`src/rtl/alu_pkg.sv`:
```
// Shared definitions for the ALU operand-entry controller and the execution stage.
package alu_pkg;

  localparam int DEF_WIDTH = 8;
  localparam int DEF_OPW   = 4;

  localparam logic [3:0] OP_ADD = 4'd0;
  localparam logic [3:0] OP_SUB = 4'd1;
  localparam logic [3:0] OP_AND = 4'd2;
  localparam logic [3:0] OP_OR  = 4'd3;
  localparam logic [3:0] OP_XOR = 4'd4;
  localparam logic [3:0] OP_NOT = 4'd5;
  localparam logic [3:0] OP_SHL = 4'd6;
  localparam logic [3:0] OP_SHR = 4'd7;
  localparam logic [3:0] OP_INC = 4'd8;
  localparam logic [3:0] OP_DEC = 4'd9;

  typedef enum logic [1:0] {
    ST_IDLE    = 2'd0,
    ST_MUL_RUN = 2'd1,
    ST_DONE    = 2'd2
  } exec_state_t;

endpackage

```
`src/rtl/shift_add_multiplier.sv`:
```
// Unsigned iterative shift-add multiplier: one partial product per cycle, WIDTH cycles.
module shift_add_multiplier
  import alu_pkg::*;
#(
  parameter int WIDTH = DEF_WIDTH
) (
  input  logic               clock,
  input  logic               reset,
  input  logic               start,
  input  logic [WIDTH-1:0]   a,
  input  logic [WIDTH-1:0]   b,
  output logic [2*WIDTH-1:0] product,
  output logic               busy,
  output logic               finished
);

  localparam int CW = $clog2(WIDTH + 1);

  logic [2*WIDTH-1:0] mcand_q, mcand_d;
  logic [2*WIDTH-1:0] acc_q, acc_d;
  logic [WIDTH-1:0]   mplier_q, mplier_d;
  logic [CW-1:0]      cnt_q, cnt_d;
  logic               busy_q, busy_d;
  logic               last_iter;

  assign last_iter = busy_q && (cnt_q == CW'(WIDTH - 1));

  always_comb begin
    mcand_d  = mcand_q;
    acc_d    = acc_q;
    mplier_d = mplier_q;
    cnt_d    = cnt_q;
    busy_d   = busy_q;
    if (busy_q) begin
      if (mplier_q[0]) acc_d = acc_q + mcand_q;
      mcand_d  = mcand_q << 1;
      mplier_d = mplier_q >> 1;
      cnt_d    = cnt_q + 1'b1;
      if (last_iter) busy_d = 1'b0;
    end else if (start) begin
      mcand_d  = {{WIDTH{1'b0}}, a};
      acc_d    = '0;
      mplier_d = b;
      cnt_d    = '0;
      busy_d   = 1'b1;
    end
  end

  always_ff @(posedge clock or negedge reset) begin
    if (!reset) begin
      mcand_q  <= '0;
      acc_q    <= '0;
      mplier_q <= '0;
      cnt_q    <= '0;
      busy_q   <= 1'b0;
    end else begin
      mcand_q  <= mcand_d;
      acc_q    <= acc_d;
      mplier_q <= mplier_d;
      cnt_q    <= cnt_d;
      busy_q   <= busy_d;
    end
  end

  // The final sum is exposed during the last iteration so the caller can register it on that same edge.
  assign product  = acc_d;
  assign finished = last_iter;
  assign busy     = busy_q;

endmodule

```
`src/rtl/alu_exec_unit.sv`:
```
// Execution stage: single-cycle ALU ops and an iterative multiply, with registered result, flags and done pulse.
module alu_exec_unit
  import alu_pkg::*;
#(
  parameter int WIDTH = DEF_WIDTH,
  parameter int OPW   = DEF_OPW
) (
  input  logic               clock,
  input  logic               reset,
  input  logic               enAlu,
  input  logic               enMul,
  input  logic [OPW-1:0]     opcode,
  input  logic [WIDTH-1:0]   opA,
  input  logic [WIDTH-1:0]   opB,
  output logic [2*WIDTH-1:0] result,
  output logic               flag_z,
  output logic               flag_c,
  output logic               flag_n,
  output logic               flag_v,
  output logic               err,
  output logic               busy,
  output logic               done
);

  localparam int MSB = WIDTH - 1;

  exec_state_t        state_q, state_d;
  logic               en_alu_q, en_mul_q;
  logic [2*WIDTH-1:0] result_q, result_d;
  logic               z_q, z_d, c_q, c_d, n_q, n_d, v_q, v_d;
  logic               err_q, err_d, done_q, done_d;

  logic               start_alu, start_mul, mul_start;
  logic [2*WIDTH-1:0] mul_product;
  logic               mul_busy, mul_finished;

  logic [WIDTH:0]     arith;
  logic [WIDTH-1:0]   alu_res;
  logic               alu_c, alu_v, alu_err;

  assign start_alu = enAlu & ~en_alu_q;
  assign start_mul = enMul & ~en_mul_q;
  assign mul_start = (state_q == ST_IDLE) && start_mul;

  shift_add_multiplier #(.WIDTH(WIDTH)) u_mul (
    .clock    (clock),
    .reset    (reset),
    .start    (mul_start),
    .a        (opA),
    .b        (opB),
    .product  (mul_product),
    .busy     (mul_busy),
    .finished (mul_finished)
  );

  always_comb begin
    arith   = '0;
    alu_res = '0;
    alu_c   = 1'b0;
    alu_v   = 1'b0;
    alu_err = 1'b0;
    case (opcode)
      OP_ADD: begin
        arith   = {1'b0, opA} + {1'b0, opB};
        alu_res = arith[WIDTH-1:0];
        alu_c   = arith[WIDTH];
        alu_v   = (opA[MSB] == opB[MSB]) && (alu_res[MSB] != opA[MSB]);
      end
      OP_SUB: begin
        arith   = {1'b0, opA} - {1'b0, opB};
        alu_res = arith[WIDTH-1:0];
        alu_c   = arith[WIDTH];
        alu_v   = (opA[MSB] != opB[MSB]) && (alu_res[MSB] != opA[MSB]);
      end
      OP_AND: alu_res = opA & opB;
      OP_OR:  alu_res = opA | opB;
      OP_XOR: alu_res = opA ^ opB;
      OP_NOT: alu_res = ~opA;
      OP_SHL: begin
        alu_res = {opA[WIDTH-2:0], 1'b0};
        alu_c   = opA[MSB];
      end
      OP_SHR: begin
        alu_res = {1'b0, opA[WIDTH-1:1]};
        alu_c   = opA[0];
      end
      OP_INC: begin
        arith   = {1'b0, opA} + {{WIDTH{1'b0}}, 1'b1};
        alu_res = arith[WIDTH-1:0];
        alu_c   = arith[WIDTH];
        alu_v   = ~opA[MSB] & alu_res[MSB];
      end
      OP_DEC: begin
        arith   = {1'b0, opA} - {{WIDTH{1'b0}}, 1'b1};
        alu_res = arith[WIDTH-1:0];
        alu_c   = arith[WIDTH];
        alu_v   = opA[MSB] & ~alu_res[MSB];
      end
      default: alu_err = 1'b1;
    endcase
  end

  // Starts arriving outside IDLE are dropped; the edge registers below keep tracking regardless.
  always_comb begin
    state_d  = state_q;
    result_d = result_q;
    z_d      = z_q;
    c_d      = c_q;
    n_d      = n_q;
    v_d      = v_q;
    err_d    = err_q;
    done_d   = 1'b0;
    case (state_q)
      ST_IDLE: begin
        if (start_mul) begin
          state_d = ST_MUL_RUN;
        end else if (start_alu) begin
          state_d  = ST_DONE;
          done_d   = 1'b1;
          result_d = {{WIDTH{1'b0}}, alu_res};
          err_d    = alu_err;
          z_d      = ~alu_err && (alu_res == '0);
          c_d      = alu_c;
          n_d      = alu_res[MSB];
          v_d      = alu_v;
        end
      end
      ST_MUL_RUN: begin
        if (mul_finished) begin
          state_d  = ST_DONE;
          done_d   = 1'b1;
          result_d = mul_product;
          err_d    = 1'b0;
          z_d      = (mul_product == '0);
          c_d      = 1'b0;
          n_d      = mul_product[2*WIDTH-1];
          v_d      = |mul_product[2*WIDTH-1:WIDTH];
        end
      end
      ST_DONE: state_d = ST_IDLE;
      default: state_d = ST_IDLE;
    endcase
  end

  always_ff @(posedge clock or negedge reset) begin
    if (!reset) begin
      state_q  <= ST_IDLE;
      en_alu_q <= 1'b0;
      en_mul_q <= 1'b0;
      result_q <= '0;
      z_q      <= 1'b0;
      c_q      <= 1'b0;
      n_q      <= 1'b0;
      v_q      <= 1'b0;
      err_q    <= 1'b0;
      done_q   <= 1'b0;
    end else begin
      state_q  <= state_d;
      en_alu_q <= enAlu;
      en_mul_q <= enMul;
      result_q <= result_d;
      z_q      <= z_d;
      c_q      <= c_d;
      n_q      <= n_d;
      v_q      <= v_d;
      err_q    <= err_d;
      done_q   <= done_d;
    end
  end

  assign result = result_q;
  assign flag_z = z_q;
  assign flag_c = c_q;
  assign flag_n = n_q;
  assign flag_v = v_q;
  assign err    = err_q;
  assign busy   = mul_busy;
  assign done   = done_q;

endmodule

```
`config.mk`:
```
export PLATFORM = sky130hd
export DESIGN_NAME = alu_exec_unit
export DESIGN_NICKNAME = d
export VERILOG_FILES = /design/src/rtl/alu_pkg.sv /design/src/rtl/shift_add_multiplier.sv /design/src/rtl/alu_exec_unit.sv
export SDC_FILE = /design/constraint.sdc
export NUM_CORES = 1
export LEC_CHECK = 0
export BUFFER_PORTS_ARGS = -buffer_cell sky130_fd_sc_hd__buf_2
export CORE_MARGIN = 1.5
export CORE_UTILIZATION = 51
export CTS_BUF_LIST = sky130_fd_sc_hd__clkbuf_8
export DETAILED_ROUTE_END_ITERATION = 7
export PLACE_DENSITY = 0.81
export SYNTH_ARGS = -nofsm -noshare
export SYNTH_HDL_FRONTEND = slang
export SYNTH_SLANG_ARGS = --single-unit
```
`constraint.sdc`:
```
create_clock -name clock -period 4.4 [get_ports clock]
set_clock_uncertainty 0.1 [all_clocks]
set_input_delay 0.22 -clock clock [delete_from_list [all_inputs] [get_ports clock]]
set_output_delay 0.22 -clock clock [all_outputs]
set_load 0.1 [all_outputs]
```
Word level (Yosys, flattened, before mapping)
Index checks and enable logic that the tools add are counted.

Add/subtract/negate cells: 6. Equality and inequality tests: 19. Multiplexer cells: 47. Bitwise logic cells: 12. Reductions and logical operators: 15.

Operator list (count): $mux W16 (8); $pmux W8 S10 (1); $pmux W16 S2 (1); $mux W1 (21); $eq A4 B3 Y1 const B (5); $add A16 B16 Y16 (1); $logic_not A16 Y1 (1); $mux W8 (2); $pmux W1 S2 (6); $reduce_or A10 Y1 (1); $add A8 B1 Y9 const B (1); $add A8 B8 Y9 (1); $sub A8 B1 Y9 const B (1); $sub A8 B8 Y9 (1); $and A8 B8 Y8 (1); $eq A4 B2 Y1 const B (2); $eq A4 B4 Y1 const B (2); $logic_not A8 Y1 (1); $mux W4 (2); $not A8 Y8 (1); $or A8 B8 Y8 (1); $reduce_or A8 Y1 (1); $xor A8 B8 Y8 (1); $mux W2 (3); 18 further kinds (33).

Register bits after elaboration: 71. Input port bits: 24. Output and inout port bits: 23. Logic and storage cells: 114.

Logic depth before layout (Yosys ltp)
Depth in word-level cells: 8. Mapped depth: 12. Mapped depth without buffers: 12.

Hierarchy
From an unflattened synthesis, not the netlist that was laid out.

Cells, all modules: 653. Area total of the unflattened synthesis: 5669.2 um2.

Modules (own cells, without submodules): alu_exec_unit (instances 1, cells an instance 395, area each 3078.0 um2, sequential area each 650.6 um2); shift_add_multiplier (instances 1, cells an instance 258, area each 2591.2 um2, sequential area each 1126.1 um2).

Worst setup path after synthesis
OpenSTA, ideal clock, no wires.

Path kind: register -> register. Start point: register u_mul.acc_q[0]. End point: register z_q (netlist: flag_z). Library setup time: 0.064 ns. Arrival: 2.874 ns. Data required time: 4.236 ns. Setup slack: 1.362 ns. Stages on the path, launching flop included: 11. Buffers on the path: 0. Clock period less this slack: 3.038 ns. Cells stage by stage: dfrtp_1 > ha_1 > fa_1 > a211oi_1 > o211ai_1 > and3_1 > o21ai_0 > or3b_4 > or3_1 > nor3_2 > a21o_1.

Cells in the longest elaborated chain, start to end: 6. Elaborated cells on any way between the ends: 7. Classes of those cells: 1 x add/sub; 5 x mux; 1 x reduce/logical.

Ends and longest elaborated chain: start: declaration (line shift_add_multiplier.sv:20) `logic [2*WIDTH-1:0] acc_q, acc_d;`; start signal: assignment (line shift_add_multiplier.sv:52) `acc_q <= '0;`; start signal: assignment (line shift_add_multiplier.sv:58) `acc_q <= acc_d;`; $add A16 B16 Y16 (line shift_add_multiplier.sv:35) `if (mplier_q[0]) acc_d = acc_q + mcand_q;`; $mux W16 (line shift_add_multiplier.sv:35); $mux W16 (line shift_add_multiplier.sv:34) `if (busy_q) begin`; named net mul_product[12] (line alu_exec_unit.sv:34) `logic [2*WIDTH-1:0] mul_product;`; $logic_not A16 Y1 (line alu_exec_unit.sv:134) `z_d = (mul_product == '0);`; $mux W1 (line alu_exec_unit.sv:129) `if (mul_finished) begin`; $pmux W1 S2 (line alu_exec_unit.sv:113) `case (state_q)`; end signal: assignment (line alu_exec_unit.sv:162) `z_q <= z_d;`; end: declaration (line alu_exec_unit.sv:30) `logic z_q, z_d, c_q, c_d, n_q, n_d, v_q, v_d;`.

The timed path passes the listed nets, and every way through them passes these cells. The select of a mux whose other input is x is not followed. A chain may end at the register's enable or synchronous reset.

Final worst setup path
Same ends and word-level chain as after synthesis.

==> results.md <==
* CTS tree: done
* First-pass GRT wire length at 26,800 µm
* Syn Std Cell Area at 5730 µm²
* Register area share after synthesis at 0.310
* GRT overflow at 0
* Dominant synthesized flop cell: dfrtp_1
* Router iterations before antenna repair at 8
* Largest net degree at the start of global routing at slightly above 60
* Drt wl/cell at 19.2 µm
* GRT Resource Usage Total at 0.290
* Initial Utilization at 0.526
* Cells after Synth at 695
* Rel. slew slack at 0.405
* Leak Pwr at about 0.0028 µW
* Most common cell after layout, fill and taps aside: dfrtp_1
* Hold_sp: opB[7]
* Commonest non-fill, non-tap cells in the layout: dfrtp_1, nand2_1, a21oi_1
* Pint at 1770 µW
* Crit path cell chain: ha_1 -> fa_1 -> a211oi_1 -> o211ai_1 -> and3_1 -> o21ai_0 -> or3b_4 -> or3_1 -> nor3_2 -> a21o_1
* Worst Setup EP: flag_z
* Worst R2R Path Depth at 10
* WL final at 16,500 µm
* Critical path endpoint category: flip-flop
* Worst setup SP type: flip-flop
* CP startpoint: u_mul.acc_q[0]
* Clock transition at path regs at 0.07 ns
* P&R area growth vs syn at 8.22%
* Clk Latency, worst-skew pair at 0.35 ns
* Gpl congestion at 1.03
* WL met1 at 6910 µm
* Fin. max-slew vios at 0
* DR WL met2 at between 7000 and 8000 µm
* CP max FO at 4
* Post-route insts no fill at 858
* Netlist cell types at between 70 and 80
* Core ar. at 10,900 µm²
* Synthesized flop and latch total at around 70
* Rows at 38
* I/O Buffers at 46
* Root Buffer: clkbuf_8
* Worst Setup Path Type: reg2reg
* Seq pwr share at 0.291
* CTS H-tree lvls at 3
* Top Metal Used: met4
* N_diodes at 0
* Placed Cells at approximately 840
* Post-route setup slack at 1.06 ns
* Share of layout cells above drive strength 1 at 0.104
* Critical Path RT at between 4 and 5 ns
* Clock power frac at 0.139
* Hold Vio Cnt, Final at 0
* EDFF count, synth at 0
* HP Class: in2reg
* 1st-iter DRT viols at roughly 530
* Gate power share at 0.571
* Area occupied by multi-input gates at 3620 µm²
* Register Area at 1780 µm²
* Vias post-DR at 5,500
* Pwr/cell area at between 600 and 700 nW/µm²
* Post-Syn Nets at 770
* Switching power at 2030 µW
* Num ports at 47
* Worst path max stage delay at between 0.4 and 0.5 ns
* Period Utilization, post-route at 0.759
* Worst-case clock buffer depth at 2
* Arrival @ worst endpoint at 3.52 ns
* Status: finished clean
* CTS Buf Count at 9
* Post-synthesis async set-or-reset flop share at 1.00
* Fmax at about 0.3 GHz
* Syn. warnings at 0
* Switching share of power at 0.533
* Max Cap Viol at 0
* Die span in y at around 110 µm
* Hpwl dp at 12,200 µm
* Fillers at about 980
* Clk sinks at between 70 and 80
* Vias in the first global route at ~5,300
* Syn Area/Cell at 8.24 µm²
* Met3 routed WL at 996 µm
* Post-route DRC at 0
* Setup violations, final at 0
* Reg2reg end: flag_z
* DR vias/cell at about 6.4
* Slowest CP cell: fa_1
* Nets at roughly 800
* Worst-margin pin slew at 0.886 ns
* R2R Path Start: u_mul.acc_q[0]
* Pre-CTS setup slack at 1.06 ns
* WHS Path Cells at 5
* Die area at 11,900 µm²
* Max VDD drop at 0.539 mV
* Post-CTS sizing at 0
* Final min period at 3.34 ns
* Post-route ant nets at 0
* Total negative setup slack at 0 ns
* Die extent in x at about 110 µm
* RSZ-0062 raised after global routing: no
* Initial antenna violation count at 0
* R2R setup slack at approximately 1.1 ns
-- state kept, by name, summed over array words and instances, names as in the netlist, 2 cells and up --
name	flops
result	16
state_q	2
u_mul.acc_q	16
u_mul.cnt_q	4
u_mul.mcand_q	16
u_mul.mplier_q	8
-- layout make-up --
cell class / instances / share of cell area
clock buffers: 10 / 0.0222
multi-input cells: 543 / 0.585
well taps: 140 / 0.0283
flip-flops and latches: 71 / 0.287
inverters: 35 / 0.0212
repair buffers: 53 / 0.0468
clock inverters: 6 / 0.00989
-- Yosys cell counts, drive strengths merged, types with 3 or more instances --
cell type	number	area, µm²
a211oi	9	67.6
a221oi	7	61.3
a2111oi	3	26.3
inv	34	128
nor3	16	85.1
ha	48	601
a21oi	60	300
nor3b	6	45.0
or3	8	50.1
o211ai	9	67.6
nand4	3	18.8
buf	9	55.1
or4	4	30.0
o311a	3	30.0
a221o	3	30.0
o21bai	7	52.6
fa	3	60.1
o21ai	61	305
a31o	3	26.3
nor2b	6	37.5
o221ai	4	35.0
xor2	5	43.8
a22o	6	52.6
a32oi	3	26.3
dfrtp	71	1780
o22ai	4	25.0
xnor2	14	123
nand2	70	265
clkbuf	37	139
nor2	54	203
mux2i	15	150
or3b	3	28.8
a21o	13	97.6
a32o	3	30.0
nand3	20	100
nand3b	5	37.5
a22oi	4	30.0
a31oi	7	43.8
and3	6	37.5
nand2b	13	81.3
-- power groups by stage --
stage | clock network, µW | registers [µW] | logic, µW
final | 527 | 1110 | 2170
after global routing | 567 | 1140 | 2340
after floorplan | 0 | 1670 | 1120
after detailed placement | 0 | 1110 | 2140
after global placement | 0 | 1100 | 2100
after CTS | 536 | 1100 | 2150
-- worst min-delay path by stage --
stage / slack [ns] / end
after floorplan: -0.18 / done
after global placement: 0.17 / result[15]
after detailed placement: 0.19 / result[15]
after CTS: 0.25 / u_mul.mplier_q[2]
after global routing: 0.28 / u_mul.mplier_q[4]
final: 0.26 / u_mul.mplier_q[7]
-- cell families (layout without fill, tap and decap cells) --
group | after synthesis | count (layout) | share of synthesized area
multiplexers | 16 | 16 | 0.0282
adder cells (fa/ha/maj) | 51 | 51 | 0.115
XOR/XNOR | 19 | 19 | 0.0291
buffers and inverters | 81 | 104 | 0.0568
AND/OR/NAND/NOR | 226 | 226 | 0.197
flip-flops | 71 | 71 | 0.310
AO/OA/AOI/OAI | 231 | 231 | 0.263
-- per-stage QoR --
stage	utilization	total power, µW	area (µm²)	hold slack, ns
5_1_grt	0.569	4050	6200	0.280
3_3_place_gp	0.548	3200	5970	0.166
3_5_place_dp	0.548	3260	5970	0.190
6_report	0.569	3800	6200	0.262
2_1_floorplan	-	2800	5730	-0.176
4_1_cts	0.569	3790	6200	0.246
-- metal layers --
layer	track usage	up-vias
li1	-	2565
met1	0.363	2610
met2	0.481	266
met3	0.0442	59
met4	0.151	0
met5	0	-
-- critical path: cells and delay by family, from the launching register on --
kind | cells | cell delay (ns)
and+or+nand+nor | 4 | 1.21
AOI/OAI and AO/OA | 4 | 0.90
adders and majority gates | 2 | 0.68
DFF | 1 | 0.40
-- timing repair --
item | 4_1_cts | 5_1_grt
endpoints found under the hold margin | 30 | 0
hold buffers | 3 | 0
setup buffers | 0 | 0
Note: power is estimated with default switching activity, not from simulation.
